===== config.mk =====
export PLATFORM = sky130hd
export DESIGN_NAME = segment_scan_ctrl
export DESIGN_NICKNAME = d
export VERILOG_FILES = /design/src/rtl/segment_scan_ctrl.sv
export SDC_FILE = /design/constraint.sdc
export NUM_CORES = 1
export LEC_CHECK = 0
export ABC_AREA = 1
export BUFFER_PORTS_ARGS = -buffer_cell sky130_fd_sc_hd__buf_2
export CAP_MARGIN = 20
export CORE_AREA = 2 2 101 103
export CTS_CLUSTER_SIZE = 20
export DETAILED_ROUTE_END_ITERATION = 10
export DIE_AREA = 0 0 103 105
export GPL_TIMING_DRIVEN = 0
export PLACE_DENSITY = 0.8
export SLEW_MARGIN = 25
export SYNTH_ARGS = -nofsm -noshare
export SYNTH_HDL_FRONTEND = slang
export SYNTH_SLANG_ARGS = --single-unit

===== constraint.sdc =====
create_clock -name clk -period 5.7 [get_ports clk]
set_clock_uncertainty 0.1 [all_clocks]
set_input_delay 0.285 -clock clk [delete_from_list [all_inputs] [get_ports clk]]
set_output_delay 0.285 -clock clk [all_outputs]
set_load 0.01 [all_outputs]

===== src/rtl/segment_scan_ctrl.sv =====
`timescale 1ns/1ps
// segment_scan_ctrl
//   Time-multiplexed hex display scanner. Drives one of DIGITS hex nibbles at
//   a time onto a shared digit-index / nibble bus, holding each digit for
//   SCAN_DIV clocks. Supports per-digit enable, leading-zero suppression,
//   per-digit blink and a valid/ready load port whose data is double-buffered
//   and only committed at a frame boundary so a frame never mixes old and new
//   values.
//
// Ports
//   clk         system clock
//   rst         synchronous reset, active-low
//   load_valid  load_data is offered
//   load_ready  pending buffer empty; load taken when load_valid && load_ready
//   load_data   packed digits, digit i = load_data[4*i +: 4]
//   digit_en    per-digit enable (live)
//   blank_lz    suppress leading zero digits (live)
//   blink_mask  digits hidden during blink phase 1 (live)
//   seg_an      index of the digit currently driven
//   seg_data    nibble for seg_an
//   seg_off     1 = no digit eligible, display dark
//   frame_done  1-cycle pulse after each frame-boundary tick
module segment_scan_ctrl #(
  parameter int DIGITS    = 8,
  parameter int SCAN_DIV  = 250000,
  parameter int BLINK_DIV = 50000000,
  localparam int AN_W     = $clog2(DIGITS)
) (
  input  logic                  clk,
  input  logic                  rst,
  input  logic                  load_valid,
  output logic                  load_ready,
  input  logic [4*DIGITS-1:0]   load_data,
  input  logic [DIGITS-1:0]     digit_en,
  input  logic                  blank_lz,
  input  logic [DIGITS-1:0]     blink_mask,
  output logic [AN_W-1:0]       seg_an,
  output logic [3:0]            seg_data,
  output logic                  seg_off,
  output logic                  frame_done
);

  localparam int SCAN_W  = $clog2(SCAN_DIV);
  localparam int BLINK_W = $clog2(BLINK_DIV);

  // Leading-zero mask: digits from the top down that are zero, stopping at
  // the first nonzero digit. Digit 0 is always kept so a value of zero still
  // shows a single "0".
  function automatic logic [DIGITS-1:0] lz_mask(input logic [4*DIGITS-1:0] data);
    logic [DIGITS-1:0] m;
    logic              run;
    m   = {DIGITS{1'b0}};
    run = 1'b1;
    for (int i = DIGITS - 1; i >= 1; i--) begin
      if (run && (data[4*i +: 4] == 4'h0)) begin
        m[i] = 1'b1;
      end else begin
        run = 1'b0;
      end
    end
    return m;
  endfunction

  // Lowest set bit of e at an index >= lo. Returns {found, index}.
  function automatic logic [AN_W:0] first_from(input logic [DIGITS-1:0] e, input int lo);
    logic [AN_W:0] r;
    r = {(AN_W + 1){1'b0}};
    for (int i = DIGITS - 1; i >= 0; i--) begin
      if ((i >= lo) && e[i]) begin
        r = {1'b1, AN_W'(i)};
      end else begin
        r = r;
      end
    end
    return r;
  endfunction

  logic [SCAN_W-1:0]   scan_cnt_r;
  logic [BLINK_W-1:0]  blink_cnt_r;
  logic                blink_ph_r;
  logic [AN_W-1:0]     idx_r;
  logic [4*DIGITS-1:0] active_r;
  logic [4*DIGITS-1:0] pend_r;

  logic                tick_s;
  logic [DIGITS-1:0]   blink_hide_s;
  logic [DIGITS-1:0]   elig_act_s;
  logic [DIGITS-1:0]   elig_pend_s;
  logic [DIGITS-1:0]   elig_new_s;
  logic [AN_W:0]       above_s;
  logic [AN_W:0]       low_new_s;
  logic                boundary_s;
  logic                commit_s;
  logic [4*DIGITS-1:0] new_active_s;
  logic [AN_W-1:0]     nxt_s;
  logic                none_s;
  logic [3:0]          nib_s;

  // Next-digit selection. The frame boundary is decided with the data
  // currently shown; when that boundary also commits the pending buffer, the
  // first digit of the new frame is picked with the committed data's
  // leading-zero mask so the new frame starts on the right digit.
  always_comb begin
    tick_s       = (scan_cnt_r == SCAN_W'(SCAN_DIV - 1));
    blink_hide_s = blink_ph_r ? blink_mask : {DIGITS{1'b0}};
    elig_act_s   = digit_en & ~blink_hide_s & ~(blank_lz ? lz_mask(active_r) : {DIGITS{1'b0}});
    elig_pend_s  = digit_en & ~blink_hide_s & ~(blank_lz ? lz_mask(pend_r) : {DIGITS{1'b0}});
    above_s      = first_from(elig_act_s, int'(idx_r) + 32'sd1);
    // No eligible digit above idx means a wrap; an empty mask also lands here.
    boundary_s   = ~above_s[AN_W];
    commit_s     = boundary_s & ~load_ready;
    new_active_s = commit_s ? pend_r : active_r;
    elig_new_s   = commit_s ? elig_pend_s : elig_act_s;
    low_new_s    = first_from(elig_new_s, 32'sd0);
    nxt_s        = above_s[AN_W] ? above_s[AN_W-1:0] : low_new_s[AN_W-1:0];
    none_s       = ~low_new_s[AN_W];
    nib_s        = new_active_s[{nxt_s, 2'b00} +: 4];
  end

  // Scan/blink timing, load buffering, commit and registered display outputs.
  always_ff @(posedge clk) begin
    if (!rst) begin
      scan_cnt_r  <= {SCAN_W{1'b0}};
      blink_cnt_r <= {BLINK_W{1'b0}};
      blink_ph_r  <= 1'b0;
      idx_r       <= {AN_W{1'b0}};
      active_r    <= {(4*DIGITS){1'b0}};
      pend_r      <= {(4*DIGITS){1'b0}};
      load_ready  <= 1'b1;
      seg_an      <= {AN_W{1'b0}};
      seg_data    <= 4'h0;
      seg_off     <= 1'b0;
      frame_done  <= 1'b0;
    end else begin
      frame_done <= 1'b0;
      scan_cnt_r <= tick_s ? {SCAN_W{1'b0}} : scan_cnt_r + 1'b1;

      if (blink_cnt_r == BLINK_W'(BLINK_DIV - 1)) begin
        blink_cnt_r <= {BLINK_W{1'b0}};
        blink_ph_r  <= ~blink_ph_r;
      end else begin
        blink_cnt_r <= blink_cnt_r + 1'b1;
      end

      // Accept and commit are exclusive: accept needs an empty buffer,
      // commit needs a full one.
      if (load_valid && load_ready) begin
        pend_r     <= load_data;
        load_ready <= 1'b0;
      end else if (tick_s && commit_s) begin
        active_r   <= pend_r;
        load_ready <= 1'b1;
      end else begin
        load_ready <= load_ready;
      end

      if (tick_s) begin
        frame_done <= boundary_s;
        if (none_s) begin
          seg_off <= 1'b1;
        end else begin
          idx_r    <= nxt_s;
          seg_an   <= nxt_s;
          seg_data <= nib_s;
          seg_off  <= 1'b0;
        end
      end else begin
        seg_off <= seg_off;
      end
    end
  end

endmodule


==> impl_metrics.ini, run 1 <==
[status]
status = finished clean

[cells_and_area]
drive_gt1_share_pct = 14.1
final_util_pct = 76.5
fin_nets = 1035
n_fill_cell = 780
syn_to_final_growth_pct = 23.0
antenna_cells = 0

[synthesis]
synth_seq_cells = 119
synth-main-ff-cell = dfxtp_1
synth_cells = 869
syn-num-nets = 924
ys_seq_area_share_pct = 39.7
synth-edff-count = 0
synth.top_cells.by_count = nand2_1 (161), dfxtp_1 (119), o21ai_0 (109)
yosysWarnings = 0
synth_cell_type_count = 43
synth.top_cell.area_share_pct = 39.7
synth_most_common_cell = nand2_1
synth_area_leaders = dfxtp_1 (40%), nand2_1 (10%), o21ai_0 (9.1%)
async_flop_share_pct = 0
syn_avg_cell_area_um2 = 6.90
yosysTopAreaCell = dfxtp_1
netlist_area_um2 = 6000

[global_route]
antenna_found_initial = 0
gr-total-overflow = 0
grt_pass1_vias = 6132
grt_pass1_wl_um = 27300
grt_start_max_net_pins = 17
grt_usage_pct = 32.0

[timing]
max_freq_mhz = 291
rsz0062_at_grt = no
hold_viol_final = 0
tns_ns = 0
setup_viol = 0
slew_violations = 0
period_needed_ns = 3.44
maxSlewHeadroom_pct = 34.4
worst_pin_slew_ns = 0.976
finalCritPeriodShare_pct = 60.3

[floorplanning]
dieArea_um2 = 10800
die_w_um = 103
die_h_um = 105
core_um2 = 9640
num_rows = 36
ios = 62
start_util_pct = 62.2

[setup_path]
path_class = register to register
r2r_start = scan_cnt_r[0]$_SDFF_PP0_
start_kind = register
crit_fanout = 10
cp-end-kind = register
arrival_ns = 3.73
worstPathRequired_ns = 5.99
crit_start = scan_cnt_r[0]$_SDFF_PP0_

[detailed_routing]
drt-pass1-iter-count = 7
remaining_drc_errors = 0
drtIter0Drc = 379
routed_wl_um = 16700
routedWlPerCell_um = 14.8
num_vias = 6304
viasPerCell = 5.60
ant_nets = 0

[clock_tree]
htree_levels = 4
cts_max_path_buffers = 2
insertion_delay_ns = 0.53
root_buffer = clkbuf_8
clkSlewWorstSetupHoldPaths_ns = 0.06
post_cts_buffers = 0
cts_tree = yes
numCtsBuffers = 17
hold_buffers = 31
cts-resized-gates = 0
cts_sinks = 119

[run]
maxCapViolations = 0

[placement]
numPortBuffers = 61
dp.final_hpwl_um = 11800
gp_congestion = 0.972

[pwr]
cellPowerDensity_nw_per_um2 = 294
peakVddDrop_mv = 0.220
power.leakage_nw = 3.22

[min_path]
worstHoldStart = load_data[0]
min_path_type = primary input to register
worst max-delay path: stages, from the launching register on:
cell and delay (ns):
dfxtp_1 0.39, ha_1 0.18, nand2_1 0.07, inv_1 0.08, nand2_1 0.06, nor2_1 0.09, inv_1 0.07, nor3_1 0.80
inv_1 0.17, nor2_1 0.30, clkbuf_1 0.40, clkbuf_1 0.44, a21oi_1 0.15
cell usage in the layout, fill, tap and decap left out, types with 3 or more instances in the layout:
| cell | n |
|---|---|
| dlygate4sd3_1 | 31 |
| inv_1 | 107 |
| nor2_4 | 4 |
| o21ai_0 | 109 |
| xnor2_1 | 3 |
| nor4_1 | 8 |
| clkbuf_1 | 25 |
| nand4_1 | 7 |
| nand2_4 | 4 |
| nor3_1 | 19 |
| bufinv_16 | 3 |
| xor2_1 | 8 |
| buf_2 | 66 |
| clkbuf_8 | 3 |
| nand2_1 | 161 |
| clkinvlp_4 | 3 |
| dfxtp_1 | 119 |
| a21oi_1 | 86 |
| nand3_2 | 8 |
| nor2_1 | 74 |
| nor2_2 | 5 |
| o21a_1 | 4 |
| clkbuf_16 | 16 |
| a21boi_0 | 3 |
| a211oi_1 | 4 |
| nand3_1 | 70 |
| clkinv_2 | 4 |
| inv_2 | 4 |
| nand2_2 | 7 |
| ha_1 | 3 |
per-stage QoR:
| step | hold WS (ns) | worst slack, ns | instance area, um2 | total power, W | cells |
|---|---|---|---|---|---|
| 6_report | 0.0218 | 2.26 | 7370 | 0.00217 | 1126 |
| 5_1_grt | 0.0222 | 2.10 | 7370 | 0.00224 | 1126 |
| 4_1_cts | 0.0237 | 2.32 | 7370 | 0.00216 | 1126 |
| 3_5_place_dp | 0.340 | 2.38 | 6470 | 0.00109 | 1063 |
| 3_3_place_gp | 0.328 | 2.44 | 6470 | 0.00108 | 1063 |
| 2_1_floorplan | 0.301 | 3.00 | 6000 | 0.00102 | 869 |
path summary, 6_finish.rpt:
path,end,slack (ns),cells after the start
worst min register to register,blink_cnt_r[0]$_SDFF_PP0_,0.36,1
worst max-delay path,active_r[20]$_SDFFE_PN0P_,2.26,12
worst max register to register,active_r[20]$_SDFFE_PN0P_,2.26,12
worst min-delay path,pend_r[0]$_SDFFE_PN0P_,0.02,3
sequential cells by signal (all words and copies together), names as in the netlist, 3 cells and up:
signal       cells
blink_cnt_r     26
idx_r            3
active_r        32
seg_data         4
scan_cnt_r      18
pend_r          32
routing by layer:
metal	GRT usage (%)	vias to the layer above	wire, um
met5	0	-	0
met4	17.8	0	699
met3	7.63	64	1180
met2	53.0	256	7970
met1	37.2	2894	6830
li1	-	3090	-
power by group:
group	switching, W	internal (W)
Combinational	0.000142	0.0000836
Clock	0.000388	0.000687
Sequential	0.0000127	0.000854
Total	0.000543	0.00163
kinds of logic after synthesis:
kind of cell	Yosys count	synth area share, %
buffers and inverters	147	9.75
flip-flops	119	39.7
AND/OR/NAND/NOR	377	29.7
XOR/XNOR	11	1.61
AO/OA/AOI/OAI	212	18.6
adder cells (fa/ha/maj)	3	0.626
layout make-up:
class                   instances  area, um2  share of cell area [%]
well taps                     133        166                    2.26
plain buffers                  33        149                    2.02
clock inverters                12        150                    2.04
clock buffers                  20        445                    6.04
inverters                     114        435                    5.91
flip-flops and latches        119       2380                    32.3
repair buffers                 92        616                    8.35
multi-input cells             603       3030                    41.1
Note: power is estimated with default switching activity, not from simulation.
==> inputs of run 2 (changes only) <==
CORE_AREA = 2 2 110 112   (was 2 2 101 103)
DIE_AREA = 0 0 112 114   (was 0 0 103 105)
PLACE_DENSITY = 0.71   (was 0.8)
clock period = 3.1 ns   (was 5.7 ns; I/O delays follow)
==> run 2 against run 1 <==
Setup slack worse by 2.2 ns; routed wire length grew 1.7%; total power up 86%; non-clock buffer count up 12; critical endpoint is now seg_data[2]$_SDFFE_PN0P_; utilization is 10 points lower; flip-flop and latch count unchanged; worst hold slack improved by 0.13 ns; first-iteration DRC count increased by 31%; cell area up 5.1%; maximum frequency rose by 15%; largest cell class unchanged; final cell count is 2.3% higher.
==> impl_metrics.ini, run 2 (synthesized netlist as in run 1, its figures left out) <==
[placement]
dpl-instance-area_um2 = 6480
dp.final_hpwl_um = 11300
gp_congestion = 0.969
numPortBuffers = 61

[timing]
setup_viol = 0
worst_pin_slew_ns = 0.544
finalCritPeriodShare_pct = 96.7
period_needed_ns = 3.00
maxSlewHeadroom_pct = 63.7
rsz0062_at_grt = yes
slew_violations = 0
max_freq_mhz = 334
hold_viol_final = 0

[cells_and_area]
stdcell_area_um2 = 7750
antenna_cells = 0
register_area_um2 = 2390
drive_gt1_share_pct = 18.2
largestRegisters = active_r (32), pend_r (32), blink_cnt_r (26)
fin_nets = 1048
syn_to_final_growth_pct = 29.2
final_cell_mix = nand2_1 (158), dfxtp_1 (114), o21ai_0 (108)
n_fill_cell = 1036
multi_input_area_um2 = 3230
final_common_cell = nand2_1

[setup_path]
arrival_ns = 3.22
path_class = register to register
r2r_start = active_r[28]$_SDFFE_PN0P_
cp-end-kind = register
crit_fanout = 10
reg2reg_setup_slack_ns = 0.10
start_kind = register
r2r_end = seg_data[2]$_SDFFE_PN0P_
worstPathRequired_ns = 3.32
rr_worst_depth = 24

[pwr]
power.leakage_nw = 3.36
comb_power_share_pct = 11.5
p_int_w = 0.00304
clkPwrFrac_pct = 49.1
p_sw_w = 0.00100
p_total_w = 0.00404
cellPowerDensity_nw_per_um2 = 521
peakVddDrop_mv = 0.556
switching_share_pct = 24.8
pwr-share-seq_pct = 39.5

[global_route]
antenna_found_initial = 0
grt_pass1_vias = 5407
grt_start_max_net_pins = 17
gr-total-overflow = 0
grt_pass1_wl_um = 25800
grt_usage_pct = 25.7

[clock_tree]
numCtsBuffers = 17
cts_sinks = 119
root_buffer = clkbuf_16
cts_max_path_buffers = 2
clkSlewWorstSetupHoldPaths_ns = 0.06
htree_levels = 4
insertion_delay_ns = 0.42
cts_tree = yes

[run]
maxCapViolations = 0

[floorplanning]
ios = 62
start_util_pct = 51.2
dieArea_um2 = 12800
core_um2 = 11700
num_rows = 40
die_h_um = 114
die_w_um = 112

[detailed_routing]
routed_wl_um = 17000
remaining_drc_errors = 0
drt-pass1-iter-count = 5
viasPerCell = 5.35
ant_nets = 0
routedWlPerCell_um = 14.7
drtIter0Drc = 497
num_vias = 6158

[min_path]
min_to = blink_ph_r$_SDFFE_PN0P_
hold_depth = 3
min_path_type = primary input to register
worstHoldStart = rst

[status]
status = finished clean
==> run 2: cell count changes in the layout (fill, tap and decap cells not counted), sizes merged, moves of 2 or more <==
cell / before / now
clkinvlp: 3 / 1
clkinv: 7 / 5
clkbuf: 44 / 52
buf: 70 / 77
dlygate4sd3: 31 / 33
==> run 2: routing by layer <==
layer,track usage (%),vias up,routed length (um)
li1,-,3113,-
met4,10.7,0,574
met5,0,-,0
met1,31.0,2784,7330
met3,7.92,43,1130
met2,42.9,218,7930
==> run 2: worst max-delay path by stage <==
stage,from,slack (ns),endpoint,cells after the start
2_1_floorplan,idx_r[1]$_SDFFE_PN0P_,0.40,seg_data[3]$_SDFFE_PN0P_,20
3_5_place_dp,scan_cnt_r[0]$_SDFF_PP0_,-0.22,active_r[22]$_SDFFE_PN0P_,12
5_1_grt,active_r[28]$_SDFFE_PN0P_,-0.14,seg_data[2]$_SDFFE_PN0P_,25
4_1_cts,idx_r[1]$_SDFFE_PN0P_,0.02,seg_data[3]$_SDFFE_PN0P_,27
3_3_place_gp,scan_cnt_r[0]$_SDFF_PP0_,-0.21,active_r[20]$_SDFFE_PN0P_,12
6_report,active_r[28]$_SDFFE_PN0P_,0.10,seg_data[2]$_SDFFE_PN0P_,24
==> run 2: power groups by stage <==
| stage | clock [W] | sequential, W | combinational, W |
|---|---|---|---|
| 6_report | 0.00198 | 0.00159 | 0.000463 |
| 4_1_cts | 0.00200 | 0.00159 | 0.000410 |
| 5_1_grt | 0.00207 | 0.00160 | 0.000509 |
| 2_1_floorplan | 0 | 0.00162 | 0.000258 |
| 3_5_place_dp | 0 | 0.00162 | 0.000377 |
| 3_3_place_gp | 0 | 0.00162 | 0.000374 |
==> run 2: layout make-up <==
type / count / share of cell area [%]
Multi-Input combinational cell: 604 / 41.7
Sequential cell: 119 / 30.8
Timing Repair Buffer: 104 / 9.56
Clock buffer: 25 / 6.52
Inverter: 114 / 5.68
Tap cell: 147 / 2.37
Buffer: 33 / 2.21
Clock inverter: 6 / 1.16
==> run 2: timing repair <==
item | in CTS | in global routing
resized for setup | 3 | 62
hold buffers | 33 | 0
endpoints found under the hold margin | 33 | 0
setup endpoints to repair | 20 | 26
pin swaps | 0 | 11
setup buffers | 0 | 9
gates cloned | 0 | 2
==> run 2: stage by stage <==
stage	setup TNS [ns]	cells	hold WS (ns)	setup slack (ns)	utilization (%)
after floorplan	0	869	0.171	0.398	-
after global placement	-3.76	1077	0.273	-0.207	55.4
after detailed placement	-3.80	1077	0.278	-0.223	55.4
after CTS	0	1141	0.135	0.0171	63.3
after global routing	-0.427	1152	0.154	-0.145	66.2
final	0	1152	0.149	0.103	66.2
==> run 2: worst max-delay path: stages (launching register included) <==
cell and delay, ns:
dfxtp_2 0.34, nor2_4 0.15, nand3_4 0.10, nor2_4 0.15, nand4_4 0.16, nor2_4 0.14
nand2_2 0.08, nand2_4 0.12, nand4_4 0.21, buf_8 0.21, nand2_1 0.05, nand2_1 0.07
nand2_1 0.08, nand2_1 0.07, nand2_2 0.10, nand2_8 0.09, nand2_8 0.09, buf_8 0.15
nand2_1 0.05, nand3_1 0.08, nand2_1 0.08, nand2_1 0.07, nand3_1 0.06, nand2_1 0.06
inv_1 0.03
